==> src/rtl/pe_inject_arbiter.sv <==
// Round-robin injection arbiter for one mesh tile. Each local source has its own FIFO.
// A single registered output slot feeds the switch PE port and honours its back-pressure.

module pe_inject_fifo #(
    parameter int W     = 8,
    parameter int DEPTH = 4
) (
    input  logic                       clk,
    input  logic                       rstn,
    input  logic                       push,
    input  logic [W-1:0]               din,
    input  logic                       pop,
    output logic [W-1:0]               dout,
    output logic [$clog2(DEPTH):0]     count
);
    localparam int AW = $clog2(DEPTH);

    logic [W-1:0]  mem [DEPTH];
    logic [AW-1:0] wr_ptr, rd_ptr;

    // Storage needs no reset; only the pointers and count define validity.
    always_ff @(posedge clk) begin
        if (push) mem[wr_ptr] <= din;
    end

    always_ff @(posedge clk or negedge rstn) begin
        if (!rstn) begin
            wr_ptr <= '0;
            rd_ptr <= '0;
            count  <= '0;
        end else begin
            if (push) wr_ptr <= wr_ptr + 1'b1;
            if (pop)  rd_ptr <= rd_ptr + 1'b1;
            case ({push, pop})
                2'b10:   count <= count + 1'b1;
                2'b01:   count <= count - 1'b1;
                default: count <= count;
            endcase
        end
    end

    assign dout = mem[rd_ptr];
endmodule

module pe_inject_arbiter #(
    parameter int data_width  = 256,
    parameter int x_size      = 1,
    parameter int y_size      = 1,
    parameter int total_width = x_size + y_size + data_width,
    parameter int N_SRC       = 2,
    parameter int FIFO_DEPTH  = 4
) (
    input  logic                          clk,
    input  logic                          rstn,
    input  logic [N_SRC-1:0]              s_valid,
    input  logic [N_SRC*total_width-1:0]  s_data,
    output logic [N_SRC-1:0]              s_ready,
    output logic                          o_valid_pe,
    output logic [total_width-1:0]        o_data_pe,
    input  logic                          i_ready_pe,
    output logic [$clog2(N_SRC)-1:0]      o_grant_src,
    input  logic                          clr_stats,
    output logic [15:0]                   o_stall_cnt,
    output logic [15:0]                   o_pkt_cnt
);
    localparam int GW = $clog2(N_SRC);
    localparam int CW = $clog2(FIFO_DEPTH) + 1;

    typedef enum logic {IDLE, HOLD} state_t;

    logic [N_SRC-1:0][total_width-1:0] head;
    logic [N_SRC-1:0][CW-1:0]          cnt;
    logic [N_SRC-1:0]                  nonempty, pop;
    logic [GW-1:0]                     last_grant, winner;
    logic                              hit, grant, slot_free, accept, stall;
    state_t                            state, state_nxt;

    for (genvar k = 0; k < N_SRC; k++) begin : g_src
        assign s_ready[k]  = rstn & (cnt[k] != CW'(FIFO_DEPTH));
        assign nonempty[k] = (cnt[k] != '0);
        pe_inject_fifo #(.W(total_width), .DEPTH(FIFO_DEPTH)) u_fifo (
            .clk   (clk),
            .rstn  (rstn),
            .push  (s_valid[k] & s_ready[k]),
            .din   (s_data[k*total_width +: total_width]),
            .pop   (pop[k]),
            .dout  (head[k]),
            .count (cnt[k])
        );
    end

    assign o_valid_pe = (state == HOLD);
    assign slot_free  = ~o_valid_pe | i_ready_pe;
    assign accept     = o_valid_pe & i_ready_pe;
    assign stall      = o_valid_pe & ~i_ready_pe;

    // Search starts one past the last winner so every non-empty source is served within N_SRC grants.
    always_comb begin
        hit    = 1'b0;
        winner = '0;
        for (int i = 1; i <= N_SRC; i++) begin
            if (!hit && nonempty[(int'(last_grant) + i) % N_SRC]) begin
                hit    = 1'b1;
                winner = GW'((int'(last_grant) + i) % N_SRC);
            end
        end
    end

    assign grant = slot_free & hit;

    always_comb begin
        pop = '0;
        if (grant) pop[winner] = 1'b1;
    end

    always_comb begin
        state_nxt = state;
        case (state)
            IDLE:    if (hit) state_nxt = HOLD;
            HOLD:    if (i_ready_pe && !hit) state_nxt = IDLE;
            default: state_nxt = IDLE;
        endcase
    end

    always_ff @(posedge clk or negedge rstn) begin
        if (!rstn) state <= IDLE;
        else       state <= state_nxt;
    end

    always_ff @(posedge clk or negedge rstn) begin
        if (!rstn) begin
            o_data_pe   <= '0;
            o_grant_src <= '0;
            last_grant  <= GW'(N_SRC - 1);
        end else if (grant) begin
            o_data_pe   <= head[winner];
            o_grant_src <= winner;
            last_grant  <= winner;
        end
    end

    always_ff @(posedge clk or negedge rstn) begin
        if (!rstn) begin
            o_pkt_cnt   <= '0;
            o_stall_cnt <= '0;
        end else if (clr_stats) begin
            o_pkt_cnt   <= '0;
            o_stall_cnt <= '0;
        end else begin
            if (accept) o_pkt_cnt <= o_pkt_cnt + 16'd1;
            if (stall && o_stall_cnt != 16'hFFFF) o_stall_cnt <= o_stall_cnt + 16'd1;
        end
    end
endmodule

==> config.mk <==
export PLATFORM = sky130hd
export DESIGN_NAME = pe_inject_arbiter
export DESIGN_NICKNAME = d
export VERILOG_FILES = /design/src/rtl/pe_inject_arbiter.sv
export SDC_FILE = /design/constraint.sdc
export NUM_CORES = 2
export LEC_CHECK = 0
export BUFFER_PORTS_ARGS = -buffer_cell sky130_fd_sc_hd__buf_2
export CAP_MARGIN = 10
export CORE_MARGIN = 10
export CORE_UTILIZATION = 59
export CTS_CLUSTER_SIZE = 14
export DETAILED_ROUTE_END_ITERATION = 8
export HOLD_SLACK_MARGIN = 0.1
export PLACE_DENSITY = 0.89
export SLEW_MARGIN = 20
export SYNTH_ARGS = -nofsm -noshare
export SYNTH_HDL_FRONTEND = slang
export SYNTH_HIERARCHICAL = 1
export SYNTH_SLANG_ARGS = --single-unit
==> constraint.sdc <==
create_clock -name clk -period 8.1 [get_ports clk]
set_input_delay 0.81 -clock clk [delete_from_list [all_inputs] [get_ports clk]]
set_output_delay 0.81 -clock clk [all_outputs]
set_load 0.05 [all_outputs]
== Yosys cells after proc, flatten, opt, wreduce, memory -nomap -nowiden ==
Memories as Yosys holds them, arrays and structs flattened.
Index checks and enable logic that the tools add are counted.
W data, S select, Z words.
Storage, ports and cells
  bits in registers: 307
  bits in writable memories: 2064
  input bits: 522
  output and inout bits: 294
  logic and storage cells: 89
  memories: 2
Cells by class
  add/sub/neg operators: 12
  magnitude comparators: 4
  equality and inequality tests: 7
  mux-type cells: 28
  bitwise gates (word level): 12
  reduce and logical (&&, ||, !) cells: 12
Memory list
  g_src[0].u_fifo.mem: depth 4, bits a word 258, rd ports 1, clocked after memory_dff 0, wr ports 1, line 18  | logic [W-1:0] mem [DEPTH];
  g_src[1].u_fifo.mem: depth 4, bits a word 258, rd ports 1, clocked after memory_dff 0, wr ports 1, line 18
Operator list (number)
  $mux W258: 2
  $mux W16: 4
  $add A16 B1 Y16 const B: 2
  $mux W1: 17
  $ne A16 B16 Y1 const B: 1
  $pmux W3 S2: 2
  $add A2 B1 Y2 const B: 4
  $reduce_bool A2 Y1: 4
  $and A1 B1 Y1: 7
  $add A3 B1 Y3 const B: 2
  $lt A2 B3 Y1 const B: 2
  $ne A3 B3 Y1 const B: 2
  $reduce_bool A3 Y1: 2
  $sub A3 B1 Y3 const B: 2
  $eq A2 B1 Y1 const B: 2
  $eq A2 B2 Y1 const B: 2
  $logic_and A1 B1 Y1: 4
  $add A1 B1 Y1 const B: 2
  $and A1 B1 Y1 const A: 2
  $logic_not A1 Y1: 2
  $lt A1 B2 Y1 const B: 1
  $mux W2: 1
  $not A1 Y1: 2
  $pmux W1 S2: 1
  3 further kinds: 3

== Logic depth before layout (Yosys ltp) ==
  depth after elaboration: 16
  mapped depth: 10
  gate-level depth less buffers: 10

== By module ==
Netlist, hierarchy kept.
By module, submodules not included
  pe_inject_fifo: times used 2, cells an instance 1382, area an instance 37613.6 um^2, sequential area each 31164.9 um^2
  pe_inject_arbiter: times used 1, cells an instance 1061, area an instance 12918.6 um^2, sequential area each 7333.3 um^2

== Worst setup path before layout ==
OpenSTA, ideal clock, no wires.
  kind: input-to-reg
  from: input rstn
  to: memory g_src[0].u_fifo/mem[1][0] in the netlist's numbering, enable pin
  setup time: 0.652 ns
  data arrival time: 8.273 ns
  data required time: 7.448 ns
  setup slack: -0.825 ns
  stages: 3
  buffers on the path: 0
  cells stage by stage: a21boi_0 and2_1 and2_1
On the way
  longest elaborated chain between the ends: 4
Ends and longest elaborated chain
  start, declared: line 54  | input logic rstn,
  $and A1 B1 Y1: line 79  | assign s_ready[k] = rstn & (cnt[k] != CW'(FIFO_DEPTH));
  $and A1 B1 Y1: line 84  | .push (s_valid[k] & s_ready[k]),
  $mux W1: line 23  | if (push) mem[wr_ptr] <= din;
  $mux W1 (implied by the code): line 23
  end, declared: line 18
No other way between the ends.

== Worst setup path in the final report ==
  from: input rstn
  to: memory g_src[0].u_fifo/mem[1][7] in the netlist's numbering, enable pin
Same word-level chain as after synthesis.

==> reports/qor.csv <==
stage;metric;value;unit
status;outcome;finished, final reports clean;
sta;slew-limit-headroom;0.120;
drt;dr.pass1.iters;6;
clock_tree;cts.path.max_buffers;3;
worst_setup_path;crit_chain;dlygate4sd3_1 -> buf_8 -> a21boi_0 -> and2_1 -> and2_4 -> buf_4;
placement;dp_slack;4.22;ns
finish;layout-drive-gt1-share;0.350;
pwr;peakVddDrop;395;uV
worst_setup_path;crit_arrival;4.14;ns
global_routing;grt.total_usage;0.289;
sta;rsz0062_at_grt;false;
yosys;synth-seq-cells;2371;
yosys;syn_inst;3825;
floorplanning;num_rows;141;
worst_hold_path;hold_depth;1;
yosys;seq_area_frac_synth;0.790;
yosys;synth_nets;4361;
clock_tree;h-tree-depth;4;
sta;finalCritPeriodShare;0.459;
finish;areaGrowthSynthToFinish;15.3;%
placement;numPortBuffers;815;
floorplanning;die_h;407;um
clock_tree;clock_latency;0.83;ns
pwr;p_per_area;371;nW/um^2
worst_setup_path;cp-end-kind;flip-flop;
global_routing;grt_pass1_vias;47998;
pwr;comb_power_share;0.296;
worst_setup_path;critPathLaunchType;primary input;
worst_setup_path;path_max_fanout;53;
finish;nFillCells;8371;
yosys;synthTopCellsByArea;edfxtp_1 70%, mux4_2 13%, dfrtp_1 8.7%;
yosys;yosys.area.top_type_share;0.703;
global_routing;antenna_found_initial;154;
yosys;synth-compound-area-share;0.0316;
worst_hold_path;hold_end;g_src[1].u_fifo/mem[3][2];
global_routing;grt_remaining_overflow;0;
pwr;power_frac_seq;0.432;
placement;place_inst;6410;
drt;wl;244;mm
sta;skew;0.0614;ns
worst_setup_path;slowest_delay;0.79;ns
global_routing;grt_max_degree;148;
yosys;synthTopCellsByCount;2064 x edfxtp_1, 516 x mux4_2, 306 x dfrtp_1;
floorplanning;die_area;165000;um^2
yosys;ys_warn_count;6;
yosys;async_reset_ff_frac;0.129;
job;drv_cap;0;
sta;slew_viol_final;0;
yosys;yosys.area_share.simple;0.0256;
yosys;synth_top_family_by_area;multiplexers;
clock_tree;cts_sinks;2371;
worst_setup_path;cp_data_required_time;8.52;ns
sta;worst_hold_slack;0.180;ns
placement;dp_hpwl;133;mm
worst_setup_path;path_class;primary input to flip-flop;
placement;gp_congestion;0.850;
pwr;p_sw;12.7;mW
yosys;synth-edff-count;2064;
pwr;total_power;37.7;mW
worst_setup_path;rr_endpoint;o_data_pe[198];
worst_hold_path;hp-class;primary input to flip-flop;
worst_setup_path;cp.depth;6;
worst_hold_path;min_from;s_data[260];
yosys;yosysTopAreaCell;edfxtp_1;
drt;vias;46977;
drt;drt-wirelength-per-cell;34.9;um
drt;drt_iter0_drc;6698;
clock_tree;tritoncts;done;
pwr;p_clk_frac;0.272;
yosys;synth_area_per_cell;23.0;um^2
yosys;netlist-cell-type-count;44;
sta;tightest_slew;1.32;ns
pwr;switching_share;0.336;
worst_setup_path;ff2ff_path_depth;5;
sta;fin_crit;3.72;ns
yosys;synth_fa_ha_area_frac;0.00216;
finish;finalNonFillerCells;6984;
sta;finalHoldViolCount;0;
floorplanning;coreArea;148000;um^2
yosys;yosys_most_used_dff;edfxtp_1;
worst_setup_path;crit_family;buffers and inverters;
floorplanning;die_w;407;um
finish;final_nets;5235;
clock_tree;cts_root_buffer;clkbuf_16;
yosys;synth_xor_area_frac;0.00238;
drt;routed_via_density;6.73;
floorplanning;start_util;0.595;
global_routing;grt_pass1_wl;346;mm
yosys;synth_most_common_cell;edfxtp_1;
yosys;muxShareOfSynthArea;0.133;
worst_setup_path;crit_slowest_cell;and2_4;
worst_setup_path;reg2reg_slack;4.45;ns
sta;layout_setup_ws;4.38;ns
sta;fmax;269;MHz
clock_tree;cts.clk_slew.worst_paths;0.06;ns
worst_setup_path;path_buf_inv;3;
pwr;intPower;25.0;mW
pwr;p_leak;34.9;nW
drt;drc;0;
clock_tree;cts_buffers;215;
floorplanning;num_io_pins;816;
yosys;synth.cell_area;88100;um^2
clock_tree;ctsResizeCount;0;
drt;final_antenna_net_count;0;
worst_setup_path;r2r-start;o_valid_pe;
sta;setup_viol;0;
worst register-to-register path: stages (launching register included):
cell     delay [ns]
dfrtp_1        0.64
nor2b_1        0.87
a21o_4         0.82
buf_4          0.82
and2_0         0.28
a221o_1        0.15
how the worst max path moves through the flow:
| stage | start | endpoint | slack [ns] |
|---|---|---|---|
| after floorplan | rstn | g_src[0].u_fifo/mem[3][0] | -0.78 |
| after global placement | rstn | g_src[0].u_fifo/mem[2][159] | 4.25 |
| after detailed placement | rstn | g_src[0].u_fifo/mem[2][178] | 4.22 |
| after CTS | rstn | g_src[0].u_fifo/mem[1][10] | 4.48 |
| after global routing | rstn | g_src[0].u_fifo/mem[1][7] | 4.22 |
| final | rstn | g_src[0].u_fifo/mem[1][7] | 4.38 |
kinds of logic (layout without fill, tap and decap cells):
| family | Yosys count | after routing |
|---|---|---|
| other cells | 0 | 166 |
| flops | 2371 | 2371 |
| xor+xnor | 24 | 24 |
| simple gates | 376 | 376 |
| compound gates | 291 | 291 |
| mux | 526 | 526 |
| fa+ha+maj | 14 | 14 |
| buf+inv | 223 | 1286 |
power by group through the flow:
stage          registers (mW)  clock network, mW  logic (mW)
2_1_floorplan            18.2                  0        5.96
3_3_place_gp             16.3                  0        10.6
3_5_place_dp             16.4                  0        10.9
4_1_cts                  16.2               10.3        11.2
5_1_grt                  16.4               10.8        11.6
6_report                 16.3               10.3        11.2
routing by layer:
layer,up-vias,global-route usage,part of all wire
li1,18029,-,-
met1,24390,0.363,0.33
met2,3754,0.471,0.50
met3,750,0.0622,0.11
met4,54,0.162,0.063
met5,-,0,0.0016
final cells by class:
class | instances | area [um^2] | area share
Timing Repair Buffer | 864 | 4770 | 0.0469
Clock inverter | 77 | 903 | 0.00889
Clock buffer | 329 | 6200 | 0.0610
Tap cell | 1930 | 2410 | 0.0238
Multi-Input combinational cell | 1231 | 17200 | 0.169
Inverter | 16 | 60.1 | 0.000591
Sequential cell | 2371 | 69700 | 0.685
Antenna cell | 166 | 415 | 0.00409
placed cells by master, fill, tap and decap left out, types with 4 or more instances in the layout:
cell type / netlist / routed
a21oi_1: 12 / 12
a221o_1: 258 / 258
and2_0: 220 / 220
and2_1: 48 / 40
and2_4: 0 / 8
buf_12: 0 / 23
buf_2: 94 / 814
buf_4: 2 / 24
bufinv_16: 0 / 13
clkbuf_1: 59 / 78
clkbuf_16: 0 / 218
clkbuf_8: 0 / 33
clkinv_1: 0 / 20
clkinv_16: 0 / 5
clkinv_2: 0 / 25
clkinv_8: 0 / 4
dfrtp_1: 306 / 302
dfrtp_4: 0 / 4
diode_2: 0 / 166
edfxtp_1: 2064 / 2064
ha_1: 12 / 12
inv_1: 16 / 16
inv_6: 0 / 6
mux2_2: 7 / 7
mux4_2: 516 / 516
nand2_1: 17 / 17
nand2b_1: 5 / 5
nand3_1: 8 / 8
nand4_1: 8 / 8
nor2_1: 28 / 28
nor2b_1: 8 / 8
nor3_1: 5 / 5
nor4_1: 8 / 8
o21ai_0: 7 / 7
or3_1: 6 / 6
or4_1: 4 / 4
xnor2_1: 12 / 12
xor2_1: 12 / 12
stage by stage:
stage	TNS, ns	instance area [um^2]	utilization
floorplan	-400.57	88200	-
global placement	0	94100	0.635
detailed placement	0	94100	0.635
CTS	0	101000	0.683
global route	0	102000	0.685
finish	0	102000	0.686
repair_timing:
action                                 4_1_cts  5_1_grt
endpoints found under the hold margin       43        0
hold buffers                                 1        0
buffers inserted                             0        0
state kept, by name (all words and copies together) (netlist names), 4 cells and up:
name / cells
o_data_pe: 258
g_src.u_fifo/rd_ptr: 4
o_stall_cnt: 16
g_src.u_fifo/wr_ptr: 4
o_pkt_cnt: 16
g_src.u_fifo/count: 6
g_src.u_fifo/mem: 2064
Power figures use the tool's default switching activity.
